### config.mk
export PLATFORM = sky130hd
export DESIGN_NAME = control_sequencer
export DESIGN_NICKNAME = d
export VERILOG_FILES = /design/src/rtl/control_pkg.sv /design/src/rtl/button_edge_sync.sv /design/src/rtl/control_sequencer.sv
export SDC_FILE = /design/constraint.sdc
export NUM_CORES = 1
export LEC_CHECK = 0
export CAP_MARGIN = 30
export CORE_MARGIN = 10
export CORE_UTILIZATION = 47
export DETAILED_ROUTE_END_ITERATION = 6
export PLACE_DENSITY = 0.76
export REMOVE_ABC_BUFFERS = 1
export SLEW_MARGIN = 0
export SYNTH_ARGS = -nofsm -noshare
export SYNTH_HDL_FRONTEND = slang
export SYNTH_HIERARCHICAL = 1
export SYNTH_SLANG_ARGS = --single-unit
### constraint.sdc
create_clock -name clock -period 3.1 [get_ports clock]
set_input_delay 0.93 -clock clock [delete_from_list [all_inputs] [get_ports clock]]
set_output_delay 0.93 -clock clock [all_outputs]
set_load 0.005 [all_outputs]
### src/rtl/control_pkg.sv
// Shared definitions for the commit sequencer.
// Holds instruction IDs, op classifiers and the FSM state encoding.
package control_pkg;

    localparam int unsigned ID_MEM_LO    = 39;
    localparam int unsigned ID_MEM_HI    = 55;
    localparam int unsigned ID_MEM_A     = 67;
    localparam int unsigned ID_MEM_B     = 68;
    localparam int unsigned ID_OUTPUT    = 69;
    localparam int unsigned ID_PAUSE     = 70;
    localparam int unsigned ID_INPUT     = 71;
    localparam int unsigned ID_HALT      = 75;
    localparam int unsigned ID_BIOS_EXIT = 78;

    typedef enum logic [1:0] {
        ST_RUN      = 2'd0,
        ST_MEM_WAIT = 2'd1,
        ST_IO_WAIT  = 2'd2,
        ST_HALTED   = 2'd3
    } state_e;

    function automatic logic is_mem_op(input logic [31:0] id);
        return ((id >= ID_MEM_LO) && (id <= ID_MEM_HI))
            || (id == ID_MEM_A) || (id == ID_MEM_B);
    endfunction

    function automatic logic is_io_op(input logic [31:0] id);
        return (id == ID_OUTPUT) || (id == ID_PAUSE) || (id == ID_INPUT);
    endfunction

    function automatic logic is_halt_op(input logic [31:0] id);
        return id == ID_HALT;
    endfunction

    // Encoding reported on waiting_io: 1 OUTPUT, 2 INPUT, 3 PAUSE.
    function automatic logic [1:0] io_code(input logic [31:0] id);
        logic [1:0] code;
        code = 2'd0;
        if (id == ID_OUTPUT) code = 2'd1;
        if (id == ID_INPUT)  code = 2'd2;
        if (id == ID_PAUSE)  code = 2'd3;
        return code;
    endfunction

endpackage

### src/rtl/button_edge_sync.sv
// Synchronises an asynchronous button and flags its 0->1 transitions.
module button_edge_sync #(
    parameter int SYNC_STAGES = 2
) (
    input  logic clock,
    input  logic reset,
    input  logic async_in,
    output logic rise
);

    logic [SYNC_STAGES-1:0] sync_q;
    logic [SYNC_STAGES-1:0] sync_d;
    logic                   prev_q;

    assign sync_d = {sync_q[SYNC_STAGES-2:0], async_in};

    always_ff @(posedge clock or negedge reset) begin
        if (!reset) begin
            sync_q <= '0;
            prev_q <= 1'b0;
        end else begin
            sync_q <= sync_d;
            prev_q <= sync_q[SYNC_STAGES-1];
        end
    end

    assign rise = sync_q[SYNC_STAGES-1] & ~prev_q;

endmodule

### src/rtl/control_sequencer.sv
// Multi-cycle commit sequencer: decides the cycle in which each decoded
// instruction commits, covering memory waits, I/O handshakes and HALT.
module control_sequencer
    import control_pkg::*;
#(
    parameter int ID_WIDTH        = 7,
    parameter int MEM_WAIT_CYCLES = 1,
    parameter int SYNC_STAGES     = 2,
    parameter int CNT_WIDTH       = 32
) (
    input  logic                 clock,
    input  logic                 reset,
    input  logic [ID_WIDTH-1:0]  id,
    input  logic                 id_valid,
    input  logic                 confirmation,
    input  logic                 continue_button,
    output logic                 enable,
    output logic                 stall,
    output logic [1:0]           waiting_io,
    output logic                 halted,
    output logic                 bios_exit,
    output logic [CNT_WIDTH-1:0] retired_count
);

    state_e                state_q, state_d;
    logic [3:0]            wait_q, wait_d;
    logic [ID_WIDTH-1:0]   op_q, op_d;
    logic [CNT_WIDTH-1:0]  retired_q, retired_d;

    logic [31:0] id_ext;
    logic [31:0] op_ext;
    logic        conf_rise;
    logic        cont_rise;
    logic        io_rise;
    logic        en_c;
    logic        bios_c;

    assign id_ext = 32'(id);
    assign op_ext = 32'(op_q);

    button_edge_sync #(.SYNC_STAGES(SYNC_STAGES)) u_conf_sync (
        .clock    (clock),
        .reset    (reset),
        .async_in (confirmation),
        .rise     (conf_rise)
    );

    button_edge_sync #(.SYNC_STAGES(SYNC_STAGES)) u_cont_sync (
        .clock    (clock),
        .reset    (reset),
        .async_in (continue_button),
        .rise     (cont_rise)
    );

    assign io_rise = (op_ext == ID_PAUSE) ? cont_rise : conf_rise;

    always_comb begin
        state_d = state_q;
        wait_d  = wait_q;
        op_d    = op_q;
        en_c    = 1'b0;
        bios_c  = 1'b0;
        unique case (state_q)
            ST_RUN: begin
                if (id_valid) begin
                    if (is_halt_op(id_ext)) begin
                        state_d = ST_HALTED;
                    end else if (is_io_op(id_ext)) begin
                        op_d    = id;
                        state_d = ST_IO_WAIT;
                    end else if (is_mem_op(id_ext) && (MEM_WAIT_CYCLES != 0)) begin
                        wait_d  = 4'(MEM_WAIT_CYCLES);
                        state_d = ST_MEM_WAIT;
                    end else begin
                        en_c   = 1'b1;
                        bios_c = (id_ext == ID_BIOS_EXIT);
                    end
                end
            end
            ST_MEM_WAIT: begin
                wait_d = wait_q - 4'd1;
                if (wait_q == 4'd1) begin
                    en_c    = 1'b1;
                    state_d = ST_RUN;
                end
            end
            ST_IO_WAIT: begin
                if (io_rise) begin
                    en_c    = 1'b1;
                    state_d = ST_RUN;
                end
            end
            ST_HALTED: begin
                state_d = ST_HALTED;
            end
            default: begin
                state_d = ST_RUN;
            end
        endcase
    end

    // Held-low reset forces the commit outputs quiet even while id is driven.
    assign enable    = en_c & reset;
    assign bios_exit = bios_c & reset;
    assign retired_d = enable ? (retired_q + CNT_WIDTH'(1)) : retired_q;

    always_ff @(posedge clock or negedge reset) begin
        if (!reset) begin
            state_q   <= ST_RUN;
            wait_q    <= 4'd0;
            op_q      <= '0;
            retired_q <= '0;
        end else begin
            state_q   <= state_d;
            wait_q    <= wait_d;
            op_q      <= op_d;
            retired_q <= retired_d;
        end
    end

    assign stall         = (state_q != ST_RUN);
    assign halted        = (state_q == ST_HALTED);
    assign waiting_io    = (state_q == ST_IO_WAIT) ? io_code(op_ext) : 2'd0;
    assign retired_count = retired_q;

endmodule

==> impl_metrics.ini <==
[status]
outcome = finished with violations
violations = negative setup slack

[routing]
first_pass_iters = 4
wl_mm = 6.25
routedWlPerCell_um = 15.7
vias_per_cell = 5.38
route.detailed.drc = 0
drtIter0Drc = 78
postRouteAntennaNets = 0
vias = 2148

[synth]
synth_edf_count = 0
synth_most_common_cell = dfrtp_1
synthTopCellsByArea = dfrtp_1 49%, xnor2_1 6.0%, xor2_1 4.7%
postSynthCellCount = 247
netlist_area_um2 = 2620
yosysSeqAreaShare_pct = 48.7
synth_largest_area_cell = dfrtp_1
yosys_most_used_dff = dfrtp_1
synth_top_cell_area_share_pct = 48.7
ys_seq_elements = 51
synth_warnings = 6
async_flop_share_pct = 100
avgSynthCellArea_um2 = 10.6
yosys-top-cells-count = 51 x dfrtp_1, 18 x xnor2_1, 16 x nand2_1
synthDistinctLibCells = 46

[global_routing]
antenna_found_initial = 0
grt_max_degree = 52
grt_overflow = 0
grt_pass1_vias = 2171
grtUsageTotal_pct = 14.3
grt_pass1_wl_mm = 10.5

[cts]
hold_buffers = 0
cts_tree = built
cts_buffer_depth = 2
cts_buffers = 5
clk_pin_slew_ns = 0.09
clock_latency_ns = 0.31
clock-sinks = 51
cts-root-buf = clkbuf_8
cts_max_level = 2

[cells_and_area]
fin_cells = 399
diodes = 0
layout.nets = 341
postLayoutCoreUtil_pct = 64.5
design_area_um2 = 3530
syn_to_final_growth_pct = 34.7
drive_above_1_share_pct = 22.6

[setup_path]
critPathMaxFanout = 6
startpoint_type = input port
cp.arrival_ns = 2.24
slowest_stage = nor4_4
path_cells = buf_8, buf_6, and3b_1, o31a_1, nor4_4, o21ai_2, inv_1, buf_2
crit_required_ns = 2.17
crit_path_max_incr_delay_ns = 0.34
crit_type = input port to output pin
endpoint_kind = output pin

[placement]
post-place-cells = 384
place_hpwl_mm = 4.52
place_area_um2 = 3350
pre_cts_slack_ns = -0.980
place_congestion = 0.832
port_buffers = 49

[power_and_ir_drop]
peakVddDrop_v = 0.000327
leakage_nw = 1.61
powerDensity_nw_per_um2 = 467
power.total_mw = 1.65

[die]
core_area_um2 = 5470
start_util_pct = 47.9
die_w_um = 94.7
dieHeight_um = 94.7
ios = 50
rows = 27
fp.dieArea_um2 = 8960

[timing]
hold_slack_ns = 0.354
min_period_over_period_pct = 102
worst_pin_slew_ns = 0.635
finalClockSkew_ns = 0.0133
rsz0062_at_grt = true
drv_slew = 0
final.setup.tns_ns = -0.0661
finalWorstSetupSlack_ns = -0.0661
timing.slew.headroom_pct = 57.7
hold_viol = 0
finalSetupViolations = 1
clock.fmax_ghz = 0.316
fin_crit_ns = 3.17

[hold_path]
min-delay-path-class = register to register

[run]
cap_violations = 0
flip-flops by register name (all words and copies together) (netlist names):
signal              cells
op_q                    7
retired_count          32
state_q                 2
u_conf_sync/prev_q      1
u_conf_sync/sync_q      2
u_cont_sync/prev_q      1
u_cont_sync/sync_q      2
wait_q                  4
critical path, delay by kind of cell:
kind                   cells  cell delay [ns]
buffers and inverters      4             0.38
AND/OR/NAND/NOR            2             0.49
AO/OA/AOI/OAI              2             0.43
layout make-up:
class / instances / area, um2
Timing Repair Buffer: 83 / 728
Clock inverter: 3 / 15.0
Tap cell: 72 / 90.1
Multi-Input combinational cell: 176 / 1320
Fill cell: 445 / 1940
Sequential cell: 51 / 1280
Inverter: 9 / 33.8
Clock buffer: 5 / 68.8
final timing paths:
path	cells past startpoint	from	slack (ns)	endpoint
worst max-delay path	8	id[2]	-0.07	enable
worst min-delay path	0	u_cont_sync/sync_q[0]	0.35	u_cont_sync/sync_q[1]
worst max register to register	8	op_q[5]	0.67	retired_count[10]
worst min register to register	0	u_cont_sync/sync_q[0]	0.35	u_cont_sync/sync_q[1]
max in group asynchronous	3	reset	1.80	op_q[0]
min in group asynchronous	3	reset	0.88	wait_q[2]
power by group:
part / switching (mW) / internal, mW / leakage, nW
Sequential: 0.0740 / 0.738 / 0.679
Combinational: 0.223 / 0.242 / 0.886
Clock: 0.215 / 0.155 / 0.0477
routing by layer:
| metal | part of all wire [%] | global-route usage (%) |
|---|---|---|
| met1 | 45 | 18.6 |
| met2 | 47 | 22.1 |
| met3 | 5.9 | 4.28 |
| met4 | 1.8 | 5.36 |
| met5 | 0 | 0 |
timing repair:
action                                  CTS  global route
pin swaps                                 5             6
buffers inserted                          2             5
endpoints found under the setup margin   16             1
hold endpoints to repair                  0             0
resized for setup                        42             6
cell usage in the layout (no fill, tap or decap), types with 2 or more instances in the layout:
cell             count
xnor2_1             18
or3_1                3
clkinv_2             3
clkdlybuf4s50_1     39
and3b_1              2
buf_4               32
nand2b_1             2
xor2_1              14
nand3_1             11
o21ai_0              3
mux2_2               3
nor2_1               8
nand2_1             16
nand3b_1             4
o221ai_1             2
nor2b_4              3
a21oi_1              2
o211ai_1             9
buf_6                3
and3_1              13
clkbuf_8             5
dfrtp_1             51
and4_1               3
nand4_1              7
and2_1               7
a211oi_1             2
a21oi_2             11
buf_2                6
nor4b_1              2
o2111ai_1            7
ha_1                 3
nor2b_1              2
inv_1                9
logic make-up (layout without fill, tap and decap cells):
group                      after synthesis  count (layout)  share of synthesized area, %
DFF                                     51              51                          48.7
muxes                                    4               4                          1.67
AOI/OAI and AO/OA                       44              44                          12.9
xor gates and xnor gates                32              32                          10.7
adders and majority gates                3               3                          1.43
buffers and inverters                   20             100                          3.20
and+or+nand+nor                         93              93                          21.3
Note: power is estimated with default switching activity, not from simulation.
